## config.mk

```make
export PLATFORM = sky130hd
export DESIGN_NAME = slices_64_sched
export DESIGN_NICKNAME = d
export VERILOG_FILES = /design/src/rtl/slices_64_sched.sv
export SDC_FILE = /design/constraint.sdc
export NUM_CORES = 2
export LEC_CHECK = 0
export ABC_AREA = 0
export BUFFER_PORTS_ARGS = -buffer_cell sky130_fd_sc_hd__buf_2
export CAP_MARGIN = 20
export CORE_AREA = 2 2 720 722
export CTS_CLUSTER_SIZE = 28
export DETAILED_ROUTE_END_ITERATION = 8
export DIE_AREA = 0 0 722 724
export PLACE_DENSITY_LB_ADDON = 0.3
export SLEW_MARGIN = 25
export SYNTH_ARGS = -nofsm -noshare
export SYNTH_HDL_FRONTEND = slang
export SYNTH_SLANG_ARGS = --single-unit
```

## constraint.sdc

```tcl
create_clock -name clk -period 2.65 [get_ports clk]
set_input_delay 0 -clock clk [delete_from_list [all_inputs] [get_ports clk]]
set_output_delay 0 -clock clk [all_outputs]
set_load 0.05 [all_outputs]
```

## src/rtl/slices_64_sched.sv

```systemverilog
// Job sequencer for the 64-slice MAC array: fetches input vectors, runs them through the array,
// then drains the snapshotted per-slice results one beat at a time over a valid/ready port.
`timescale 1ns/1ps
module slices_64_sched #(
  parameter int N       = 64,
  parameter int IN_W    = 256,
  parameter int Q_W     = 20,
  parameter int ADDR_W  = 8,
  parameter int TIMEOUT = 1023
) (
  input  logic              clk,
  input  logic              reset,
  input  logic              start,
  input  logic [ADDR_W-1:0] base_addr,
  input  logic [ADDR_W-1:0] num_vec,
  output logic              busy,
  output logic              done,
  output logic              err_timeout,
  output logic              in_rd_en,
  output logic [ADDR_W-1:0] in_rd_addr,
  input  logic [IN_W-1:0]   in_rd_data,
  output logic [IN_W-1:0]   in_array,
  output logic              mac_clear,
  input  logic              mac_valid,
  input  logic [N*Q_W-1:0]  q_flat,
  output logic              res_valid,
  input  logic              res_ready,
  output logic [Q_W-1:0]    res_data,
  output logic [5:0]        res_slice,
  output logic [ADDR_W-1:0] res_vec
);

  localparam int TW = $clog2(TIMEOUT + 1);
  localparam int SW = 6;

  typedef enum logic [2:0] {IDLE, FETCH, WAIT_RD, COMPUTE, DRAIN, DONE} state_t;

  state_t            state, state_nxt;
  logic [ADDR_W-1:0] job_base, job_num, vec_cnt;
  logic [SW-1:0]     slice_idx;
  logic [TW-1:0]     tcnt;
  logic [N*Q_W-1:0]  q_snap;
  logic              mac_hit, tout, beat, last_slice, last_vec;

  function automatic logic [Q_W-1:0] pick_q(input logic [N*Q_W-1:0] snap,
                                            input logic [SW-1:0]    idx);
    return snap[int'(idx)*Q_W +: Q_W];
  endfunction

  always_comb begin
    // mac_valid is meaningless while the array is being cleared
    mac_hit    = mac_valid && !mac_clear;
    tout       = (tcnt == TW'(TIMEOUT - 1));
    beat       = (state == DRAIN) && res_ready;
    last_slice = (slice_idx == SW'(N - 1));
    last_vec   = (vec_cnt == job_num - ADDR_W'(1));
    state_nxt  = state;

    busy       = (state != IDLE) && (state != DONE);
    done       = (state == DONE);
    in_rd_en   = (state == FETCH);
    in_rd_addr = in_rd_en ? job_base + vec_cnt : '0;
    res_valid  = (state == DRAIN);
    res_data   = res_valid ? pick_q(q_snap, slice_idx) : '0;
    res_slice  = res_valid ? slice_idx : '0;
    res_vec    = res_valid ? vec_cnt : '0;

    unique case (state)
      IDLE:    if (start) state_nxt = (num_vec == '0) ? DONE : FETCH;
      FETCH:   state_nxt = WAIT_RD;
      WAIT_RD: state_nxt = COMPUTE;
      COMPUTE: begin
        if (mac_hit)   state_nxt = DRAIN;
        else if (tout) state_nxt = DONE;
      end
      DRAIN: begin
        if (beat && last_slice) state_nxt = last_vec ? DONE : FETCH;
      end
      DONE:    state_nxt = IDLE;
      default: state_nxt = IDLE;
    endcase
  end

  always_ff @(posedge clk or negedge reset) begin
    if (!reset) begin
      state       <= IDLE;
      job_base    <= '0;
      job_num     <= '0;
      vec_cnt     <= '0;
      slice_idx   <= '0;
      tcnt        <= '0;
      err_timeout <= 1'b0;
      mac_clear   <= 1'b0;
      in_array    <= '0;
      q_snap      <= '0;
    end else begin
      state     <= state_nxt;
      mac_clear <= (state == WAIT_RD);
      unique case (state)
        IDLE: begin
          if (start) begin
            job_base    <= base_addr;
            job_num     <= num_vec;
            vec_cnt     <= '0;
            err_timeout <= 1'b0;
          end
        end
        WAIT_RD: begin
          in_array <= in_rd_data;
          tcnt     <= '0;
        end
        COMPUTE: begin
          tcnt <= tcnt + TW'(1);
          if (mac_hit) begin
            q_snap    <= q_flat;
            slice_idx <= '0;
          end else if (tout) begin
            err_timeout <= 1'b1;
          end
        end
        DRAIN: begin
          if (beat) begin
            if (!last_slice)    slice_idx <= slice_idx + SW'(1);
            else if (!last_vec) vec_cnt   <= vec_cnt + ADDR_W'(1);
          end
        end
        default: ;
      endcase
    end
  end

endmodule

```

==> results.sh <==
export IMPL_yosysTopAreaCell="dfrtp_1"
export IMPL_cts_clk_slew_worst_paths_ps=60
export IMPL_ys_async_sr_fraction_pct=100
export IMPL_post_route_cell_area_sq_mm=0.130
export IMPL_cts_tree="built"
export IMPL_finClkSkew_ps=110
export IMPL_cap_violations=0
export IMPL_syn_inst=6899
export IMPL_setup_slack_ps=-1520
export IMPL_violations="negative setup slack"
export IMPL_place_area_sq_mm=0.0914
export IMPL_dp_cells=15600
export IMPL_netlist_top_cells_count="nand2_1, dfrtp_1, mux4_2"
export IMPL_grt_overflow=0
export IMPL_ys_ff_latch=1581
export IMPL_wl_per_cell_microns=25.9
export IMPL_antenna_found_initial=296
export IMPL_clock_fmax_ghz=0.240
export IMPL_io_pins=1861
export IMPL_syn_nets=8469
export IMPL_synth_area_sq_mm=0.0698
export IMPL_synth_distinct_cells=56
export IMPL_worst_endpoint_required_ps=2650
export IMPL_die_h_microns=724
export IMPL_fin_nets=13600
export IMPL_drv_slew=0
export IMPL_gp_congestion=0.932
export IMPL_synth_top_area_share_pct=56.7
export IMPL_path_class="reg2out"
export IMPL_cts_root_buffer="clkbuf_16"
export IMPL_cts_sink_count=1581
export IMPL_drt_wl_total_microns=497000
export IMPL_fp_dieW_microns=722
export IMPL_end_kind="output port"
export IMPL_timing_hold_ws_ps=20.8
export IMPL_worst_pin_slew_ps=947
export IMPL_std_cell_rows=264
export IMPL_initial_core_util_pct=13.6
export IMPL_drtIter0Drc=6508
export IMPL_worstHoldPathCells=4
export IMPL_drcViolationCount=0
export IMPL_p_leak_nw=61.4
export IMPL_pwr_density_cell_mw_per_mm2=1030
export IMPL_core_area_sq_mm=0.515
export IMPL_vias=76000
export IMPL_grt_first_pass_wirelength_microns=661000
export IMPL_cts_path_max_buffers=4
export IMPL_setup_viol=30
export IMPL_cts_buffers=206
export IMPL_power_total_mw=134
export IMPL_htreeDepth=4
export IMPL_start_kind="flop"
export IMPL_grt_setup_unrepaired="true"
export IMPL_drive_gt1_share_pct=27.9
export IMPL_ir_drop_mv=0.730
export IMPL_crit_fanout=6
export IMPL_die_area_sq_mm=0.523
export IMPL_ys_flop_type="dfrtp_1"
export IMPL_fillers=54300
export IMPL_final_cells=19200
export IMPL_post_route_period_util_pct=157
export IMPL_critPathArrivalTime_ps=4170
export IMPL_grt_usage_pct=18.2
export IMPL_status="finished with violations"
export IMPL_syn_area_per_cell_sq_um=10.1
export IMPL_synthTopCellsByArea="dfrtp_1, nand2_1, mux4_2"
export IMPL_hpwl_microns=394000
export IMPL_syn2layout_area_growth_pct=86.9
export IMPL_drtAntennaViolNets=0
export IMPL_hold_class="in2reg"
export IMPL_fin_crit_ps=4170
export IMPL_synth_seq_area_share_pct=56.7
export IMPL_slew_headroom_pct=36.9
export IMPL_r2r_cells=12
export IMPL_hold_viol_final=0
export IMPL_grt_pass1_vias=78300
export IMPL_yosysMostFrequentCell="nand2_1"
export IMPL_ys_warn_count=0
export IMPL_synth_edf_count=0
export IMPL_first_pass_iters=6
export IMPL_grt_max_degree=125
export IMPL_clock_latency_ps=950
export IMPL_detail_route_vias_per_cell=3.97
export IMPL_io_buffers=1860
[power by group]
part           total, mW  leakage [nW]  internal, mW  switching [mW]
combinational       60.4          38.2          24.4            36.0
clock               29.1          3.34          16.8            12.3
sequential          44.3          19.8          35.0            9.33
[layout make-up]
cell class | count | area [sq um] | area share (%)
sequential | 1581 | 39600 | 30.3
clock buffer | 300 | 5930 | 4.54
multi-input combinational | 4880 | 29300 | 22.4
timing repair buffer | 5371 | 45800 | 35.1
antenna | 165 | 413 | 0.316
clock inverter | 65 | 913 | 0.700
tap | 6783 | 8490 | 6.50
inverter | 13 | 48.8 | 0.0374
[per-layer routing]
layer	track usage, %	routed length [microns]	vias up
met5	0.183	565	-
li1	-	-	33000
met1	22.8	201000	38100
met4	7.69	24800	78
met3	3.51	34300	1180
met2	30.7	237000	3745
[kinds of logic (layout without fill, tap and decap cells)]
logic type	Yosys count	in the layout	synth area share [%]
simple gates	4038	4038	22.1
flops	1581	1581	56.7
mux	663	663	16.8
buf+inv	438	5749	2.63
compound gates	146	146	1.39
xor+xnor	20	20	0.251
fa+ha+maj	13	13	0.244
other cells	0	165	0
[per-stage QoR]
stage	TNS (ps)	worst slack [ps]	util (%)
detailed placement	-17940	-1300	17.7
floorplan	0	44.7	-
global route	-32050	-1560	25.3
global placement	-19890	-1440	17.7
CTS	-31170	-1630	25.2
finish	-29130	-1520	25.3
[cell usage in the layout (no fill, tap or decap), types with 14 or more instances in the layout]
| cell type | Yosys | final |
|---|---|---|
| dfrtp_1 | 1581 | 1575 |
| clkbuf_16 | 0 | 210 |
| mux2_2 | 266 | 263 |
| nand2_1 | 3916 | 3912 |
| mux4_2 | 379 | 379 |
| and2_1 | 16 | 14 |
| buf_6 | 12 | 36 |
| clkbuf_1 | 346 | 52 |
| dlygate4sd3_1 | 0 | 3034 |
| clkbuf_8 | 0 | 42 |
| buf_4 | 13 | 296 |
| nor2_1 | 31 | 25 |
| buf_2 | 43 | 1820 |
| diode_2 | 0 | 165 |
| a21oi_1 | 27 | 16 |
| a22oi_2 | 0 | 20 |
| buf_12 | 0 | 167 |
| clkinv_2 | 0 | 24 |
[flip-flops by register name (all words and copies together) (netlist names), 3 cells and up]
register	count
state	3
job_base	8
slice_idx	6
vec_cnt	8
tcnt	10
q_snap	1280
in_array	256
job_num	8
[worst paths after layout]
path	from	endpoint	slack (ps)
min	q_flat[322]	q_snap[322]$_DFFE_PN0P_	20
max reg2reg	slice_idx[0]$_DFFE_PN0P_	vec_cnt[0]$_DFFE_PN0P_	-120
min reg2reg	q_snap[287]$_DFFE_PN0P_	q_snap[287]$_DFFE_PN0P_	470
min in group asynchronous	reset	q_snap[884]$_DFFE_PN0P_	550
max	slice_idx[0]$_DFFE_PN0P_	res_data[0]	-1520
max in group asynchronous	reset	q_snap[458]$_DFFE_PN0P_	1320
[worst max-delay path, stage by stage, from the launching register on]
cell and delay (ps):
dfrtp_4 540, buf_16 200, buf_12 170, buf_16 140
mux4_2 580, mux4_2 610, a22oi_2 500, o21ai_4 230
buf_12 210
[what timing repair did]
action / in CTS / in global routing
gates cloned: 3 / 5
setup buffers: 32 / 18
gates resized for setup: 161 / 64
pin swaps: 35 / 25
hold buffers: 3035 / 0
endpoints found under the hold margin: 3151 / 0
endpoints found under the setup margin: 41 / 51
Note: power is estimated with default switching activity, not from simulation.
